$ cat src/rtl/counter_datapath.sv
// counter_datapath -- datapath half of the dedicated-processor counter.
//
// Holds the A register and its incrementer, the A < LIMIT comparator fed
// back to the control unit, and a registered output buffer. On the display
// side it adds a change-detecting out_valid strobe, a saturating count of
// emitted values, and sticky done/overflow flags.
//
// Parameters
//   WIDTH      width of A, out_data and emit_count
//   LIMIT      unsigned compare bound for ALt10 (1 <= LIMIT <= 2^WIDTH-1)
//
// Ports
//   clk        clock, rising edge
//   rst        asynchronous, active-high reset
//   AsrcSel    A source: 0 = constant 0, 1 = A+1
//   ALoad      load enable for A
//   OutBufSel  capture A into the output buffer
//   ALt10      combinational (A < LIMIT)
//   out_data   output buffer register
//   out_valid  one-cycle pulse after out_data took a new value
//   emit_count saturating count of out_valid pulses since reset/clear
//   done       sticky: a capture happened while A >= LIMIT
//   overflow   sticky: A wrapped past 2^WIDTH-1
module counter_datapath #(
  parameter int unsigned WIDTH = 8,
  parameter int unsigned LIMIT = 10
) (
  input  logic             clk,
  input  logic             rst,
  input  logic             AsrcSel,
  input  logic             ALoad,
  input  logic             OutBufSel,
  output logic             ALt10,
  output logic [WIDTH-1:0] out_data,
  output logic             out_valid,
  output logic [WIDTH-1:0] emit_count,
  output logic             done,
  output logic             overflow
);

  localparam logic [WIDTH-1:0] LIM = WIDTH'(LIMIT);

  logic [WIDTH-1:0] a;
  logic             primed;
  logic             clr;
  logic             inc;
  logic             new_cap;

  always_comb begin
    clr     = ALoad & ~AsrcSel;
    inc     = ALoad & AsrcSel;
    ALt10   = (a < LIM);
    // A capture is only worth announcing if it follows reset/clear or
    // actually changes the buffer; a clear in the same cycle suppresses it.
    new_cap = OutBufSel & ~clr & (primed | (a != out_data));
  end

  always_ff @(posedge clk or posedge rst) begin
    if (rst) begin
      a          <= '0;
      out_data   <= '0;
      out_valid  <= 1'b0;
      emit_count <= '0;
      done       <= 1'b0;
      overflow   <= 1'b0;
      primed     <= 1'b1;
    end else begin
      if (clr) begin
        a <= '0;
      end else if (inc) begin
        a <= a + 1'b1;
      end

      // Buffer always takes the pre-update A, even during a clear.
      if (OutBufSel) begin
        out_data <= a;
      end

      out_valid <= new_cap;

      if (clr) begin
        emit_count <= '0;
        done       <= 1'b0;
        overflow   <= 1'b0;
        primed     <= 1'b1;
      end else begin
        if (new_cap && (emit_count != '1)) begin
          emit_count <= emit_count + 1'b1;
        end
        if (OutBufSel && !ALt10) begin
          done <= 1'b1;
        end
        if (inc && (a == '1)) begin
          overflow <= 1'b1;
        end
        if (OutBufSel) begin
          primed <= 1'b0;
        end
      end
    end
  end

endmodule
$ cat config.mk
export PLATFORM = sky130hd
export DESIGN_NAME = counter_datapath
export DESIGN_NICKNAME = d
export VERILOG_FILES = /design/src/rtl/counter_datapath.sv
export SDC_FILE = /design/constraint.sdc
export NUM_CORES = 1
export LEC_CHECK = 0
export CELL_PAD_IN_SITES_DETAIL_PLACEMENT = 0
export CELL_PAD_IN_SITES_GLOBAL_PLACEMENT = 1
export CORE_MARGIN = 10
export CORE_UTILIZATION = 40
export CTS_CLUSTER_DIAMETER = 150
export CTS_CLUSTER_SIZE = 30
export DETAILED_ROUTE_END_ITERATION = 8
export DONT_BUFFER_PORTS = 1
export PLACE_DENSITY = 0.73
export SLEW_MARGIN = 20
export SYNTH_ARGS = -nofsm -noshare
export SYNTH_HDL_FRONTEND = slang
export SYNTH_SLANG_ARGS = --single-unit
$ cat constraint.sdc
create_clock -name clk -period 1.7 [get_ports clk]
set_input_delay 0.17 -clock clk [delete_from_list [all_inputs] [get_ports clk]]
set_output_delay 0.17 -clock clk [all_outputs]
set_load 0.02 [all_outputs]
**Word-level counts from Yosys, hierarchy flattened**

Index checks and enable logic that the tools add are counted.

- Bits in registers: 28
- Word-level logic and storage cells: 39

- Add/subtract/negate cells: 2
- Mux-type cells: 10
- Eq/ne operators: 3
- Bitwise operators: 7
- Reduce and logical (&&, ||, !) cells: 9
- Magnitude comparators: 1

Operator list:

| cell | count |
|---|---|
| $mux W8 | 4 |
| $add A8 B1 Y8 const B | 2 |
| $reduce_bool A2 Y1 | 5 |
| $eq A8 B8 Y1 const B | 1 |
| $lt A8 B4 Y1 const B | 1 |
| $ne A8 B8 Y1 | 1 |
| $ne A8 B8 Y1 const B | 1 |
| $mux W1 | 6 |
| $and A1 B1 Y1 | 4 |
| $logic_and A1 B1 Y1 | 3 |
| $not A1 Y1 | 2 |
| $logic_not A1 Y1 | 1 |
| $or A1 B1 Y1 | 1 |

**Longest topological paths before layout**

- Depth in word-level cells: 8
- Mapped depth: 7

**Least setup slack after synthesis**

Ideal clock, no wire load.

- Path kind: register to register
- Start: register emit_count[0]
- End: register emit_count[3]
- Period minus slack after synthesis: 1.744 ns
- Arrival: 1.664 ns
- Setup time: 0.079 ns
- Stages on the path, launching flop included: 7
- Setup slack: -0.044 ns
- Cell sequence: dfrtp_1 > ha_1 > and4_1 > clkbuf_1 > nand4_2 > nand4_1 > mux2i_1

- Cells in the longest elaborated chain, start to end: 3

RTL lines:

| what | line | text |
|---|---|---|
| start, declared | 36 | `output logic [WIDTH-1:0] emit_count,` |
| start signal, assigned | 88 | `emit_count <= emit_count + 1'b1;` |
| $add A8 B1 Y8 / $ne A8 B8 Y1 (equally long branches) | 88, 87 |  |
| $mux W8 / $logic_and A1 B1 Y1 (equally long branches) | 87 | `if (new_cap && (emit_count != '1)) begin` |
| $mux W8 / $reduce_bool A2 Y1 (equally long branches) | n/a |  |

Several ways; a longest one is shown, not always the timed one. The select of a mux whose other input is x is not followed.
A chain may end at the register's enable or synchronous reset.

**Worst setup path in the final report**

- Start: register out_data[2]
- End: register emit_count[2]

- Cells in the longest elaborated chain, start to end: 5

RTL lines:

| what | line | text |
|---|---|---|
| start, declared | 34 | `output logic [WIDTH-1:0] out_data,` |
| start signal, assigned | 61 | `out_data <= '0;` |
| start signal, assigned | 76 | `out_data <= a;` |
| $ne A8 B8 Y1 | 55 | `new_cap = OutBufSel & ~clr & (primed \| (a != out_data));` |
| $or A1 B1 Y1 | 55 |  |
| $and A1 B1 Y1 | 55 |  |
| $logic_and A1 B1 Y1 | 87 |  |
| $reduce_bool A2 Y1 (no line) | n/a |  |

Every way passes these cells.

==> flow_metrics.py <==
metrics = {
    "outcome": {
        "status": "finished, final reports clean",
    },
    "critical_path": {
        "critPathBufInv": 1,
        "path_delay_family": "compound AO/OA/AOI/OAI gates",
        "critPathKind": "reg2reg",
        "endpoint_kind": "flip-flop",
        "cp.arrival_ns": 2.00,
        "slowest_stage": "dfrtp_1",
        "slowest_delay_ns": 0.43,
        "cp_cell_sequence": "xor2_1 -> nor4_2 -> a31oi_4 -> buf_4 -> a31oi_1 -> a41o_1",
        "cp-start-kind": "flip-flop",
        "cp_data_required_time_ns": 2.00,
        "worstPathMaxFanout": 10,
        "regToRegSetupSlack_ns": 0.003,
    },
    "synthesis": {
        "yosys_warnings": 0,
        "async_flop_share": 1.00,
        "yosysTopAreaCell": "dfrtp_1",
        "synth_area_leaders": "dfrtp_1 (47%), xor2_1 (6.7%), mux2_2 (6.2%)",
        "ys_ff_latch": 28,
        "syn_nets": 141,
        "synth_flop_cell": "dfrtp_1",
        "syn_avg_cell_area_um2": 10.8,
        "synth_cell_types": 39,
        "syn-instance-count": 134,
        "synth_top_area_share": 0.468,
        "seq_area_frac_synth": 0.486,
        "syn_area_um2": 1440,
        "synth_edf_count": 0,
    },
    "placed_design": {
        "post_dp_cell_area_um2": 1670,
        "portBuffers": 0,
        "dp_slack_ns": 0.0341,
        "place_hpwl_mm": 2.44,
        "place_congestion": 0.830,
    },
    "sta": {
        "rsz0062_at_grt": "yes",
        "slew_headroom": 0.722,
        "fin_skew_ns": 0.00457,
        "setup_ws_ns": 0.00324,
        "worst_pin_slew_ns": 0.415,
        "slew_viol_final": 0,
        "fin_crit_sh": 0.998,
        "fin_crit_ns": 1.70,
        "max_freq_mhz": 589,
        "timing.final.hold_violations": 0,
        "finalSetupViolCount": 0,
        "fin_tns_setup_ns": 0,
    },
    "power": {
        "peakVddDrop_mv": 0.466,
        "leakagePower_nw": 0.946,
        "p_per_area_nw_per_um2": 816,
    },
    "clocking": {
        "cts-root-buf": "clkbuf_4",
        "cts.sinks": 28,
        "htreeDepth": 1,
        "numCtsBuffers": 3,
        "cts_tree": "done",
        "clkSlewWorstSetupHoldPaths_ns": 0.16,
        "clockBufferDepth": 2,
        "worst_skew_pair.late_latency_ns": 0.35,
    },
    "floorplan": {
        "rows": 21,
        "die_area_um2": 6410,
        "die_h_um": 80.1,
        "core_area_um2": 3420,
        "die_w_um": 80.1,
        "start_util": 0.423,
        "pin_count": 25,
    },
    "min_path": {
        "hold_class": "in2reg",
    },
    "detailed_routing": {
        "routed_via_density": 5.32,
        "num_vias": 1139,
        "firstDrtPassIters": 5,
        "antenna_left": 0,
        "drt_iter0_drc": 65,
        "drcViolationCount": 0,
        "wl_mm": 3.42,
        "wl_per_cell_um": 16.0,
    },
    "finish": {
        "n_antenna_cell": 0,
        "syn_to_final_growth_pct": 26.4,
        "fin_util": 0.534,
        "nets": 176,
        "final_common_cell": "buf_4",
        "design_area_um2": 1830,
        "final_layout_size_suffix_gt1_frac": 0.363,
        "fill_cells": 316,
        "mostFrequentLayoutCells": "buf_4 (31), dfrtp_1 (25), nor2_1 (12), nand2_1 (12), xor2_1 (11)",
    },
    "grt": {
        "grt_pass1_wl_mm": 5.62,
        "grt_pass1_vias": 1120,
        "grt_antenna_before_repair": 0,
        "grt_util_met3": 0.0345,
        "use_met2": 0.182,
        "use_met1": 0.128,
        "overflow": 0,
        "grt_max_degree": 29,
        "grt_usage": 0.109,
        "top_usage_layer": "met2",
    },
    "flow_run": {
        "max-cap-violations": 0,
    },
}
-- tightest hold or removal path: cells and delay by family --
kind	cells	cell delay, ns
AOI/OAI and AO/OA	2	0.11
and+or+nand+nor	1	0.05
-- synth_stat cells, drive strengths merged (3+ instances only) --
library cell,number
dfrtp,27
nand2,12
nor2,12
xor2,11
mux2,8
nand4,6
o21ai,6
a21oi,5
inv,5
a31oi,4
buf,4
a41o,3
and2,3
clkbuf,3
-- cell type report --
type	count	area, um2	share of cell area
Timing Repair Buffer	37	294	0.161
Sequential cell	28	704	0.386
Inverter	5	18.8	0.0103
Multi-Input combinational cell	94	714	0.391
Tap cell	46	57.6	0.0315
Clock buffer	4	36.3	0.0199
-- routing by layer --
metal | vias to the layer above | wire, um | part of all wire
li1 | 548 | - | -
met1 | 567 | 1460 | 0.43
met2 | 18 | 1710 | 0.50
met3 | 6 | 199 | 0.058
met4 | 0 | 44 | 0.013
met5 | - | 0 | 0
-- repair_timing --
action	in CTS	in global routing
endpoints found under the hold margin	38	0
pin swaps	1	3
buffers inserted	0	4
cloned	0	0
setup endpoints to repair	2	8
gates resized for setup	1	6
hold buffers	5	0
-- final timing paths --
path / end / depth (start not counted) / startpoint
max in group asynchronous: primed / 3 / rst
setup / recovery: emit_count[2] / 6 / out_data[2]
hold / removal: a[2] / 3 / ALoad
hold reg to reg: primed / 1 / primed
setup reg to reg: emit_count[2] / 6 / out_data[2]
min in group asynchronous: done / 3 / rst
-- flip-flops by register name (all words and copies together), names as in the netlist --
| signal | count |
|---|---|
| a | 8 |
| emit_count | 8 |
| out_data | 8 |
| done | 1 |
| out_valid | 1 |
| overflow | 1 |
| primed | 1 |
-- cells by family after synthesis --
logic type,synth area share
and+or+nand+nor,0.177
AOI/OAI and AO/OA,0.133
DFF,0.486
muxes,0.0763
xor gates and xnor gates,0.0667
adders and majority gates,0.0173
buffers and inverters,0.0433
-- where the power goes --
part           internal (mW)  switching, mW
Clock                  0.132          0.214
Combinational          0.166          0.221
Sequential             0.721         0.0355
Total                   1.02          0.471
-- stage by stage --
stage               std cells  power [mW]  hold slack (ns)
finish                    214        1.49          0.00434
global route              214        1.57           0.0304
CTS                       210        1.48          0.00982
detailed placement        201        1.13            0.155
global placement          201        1.12            0.150
floorplan                 134        1.01            0.235
Note: power is estimated with default switching activity, not from simulation.
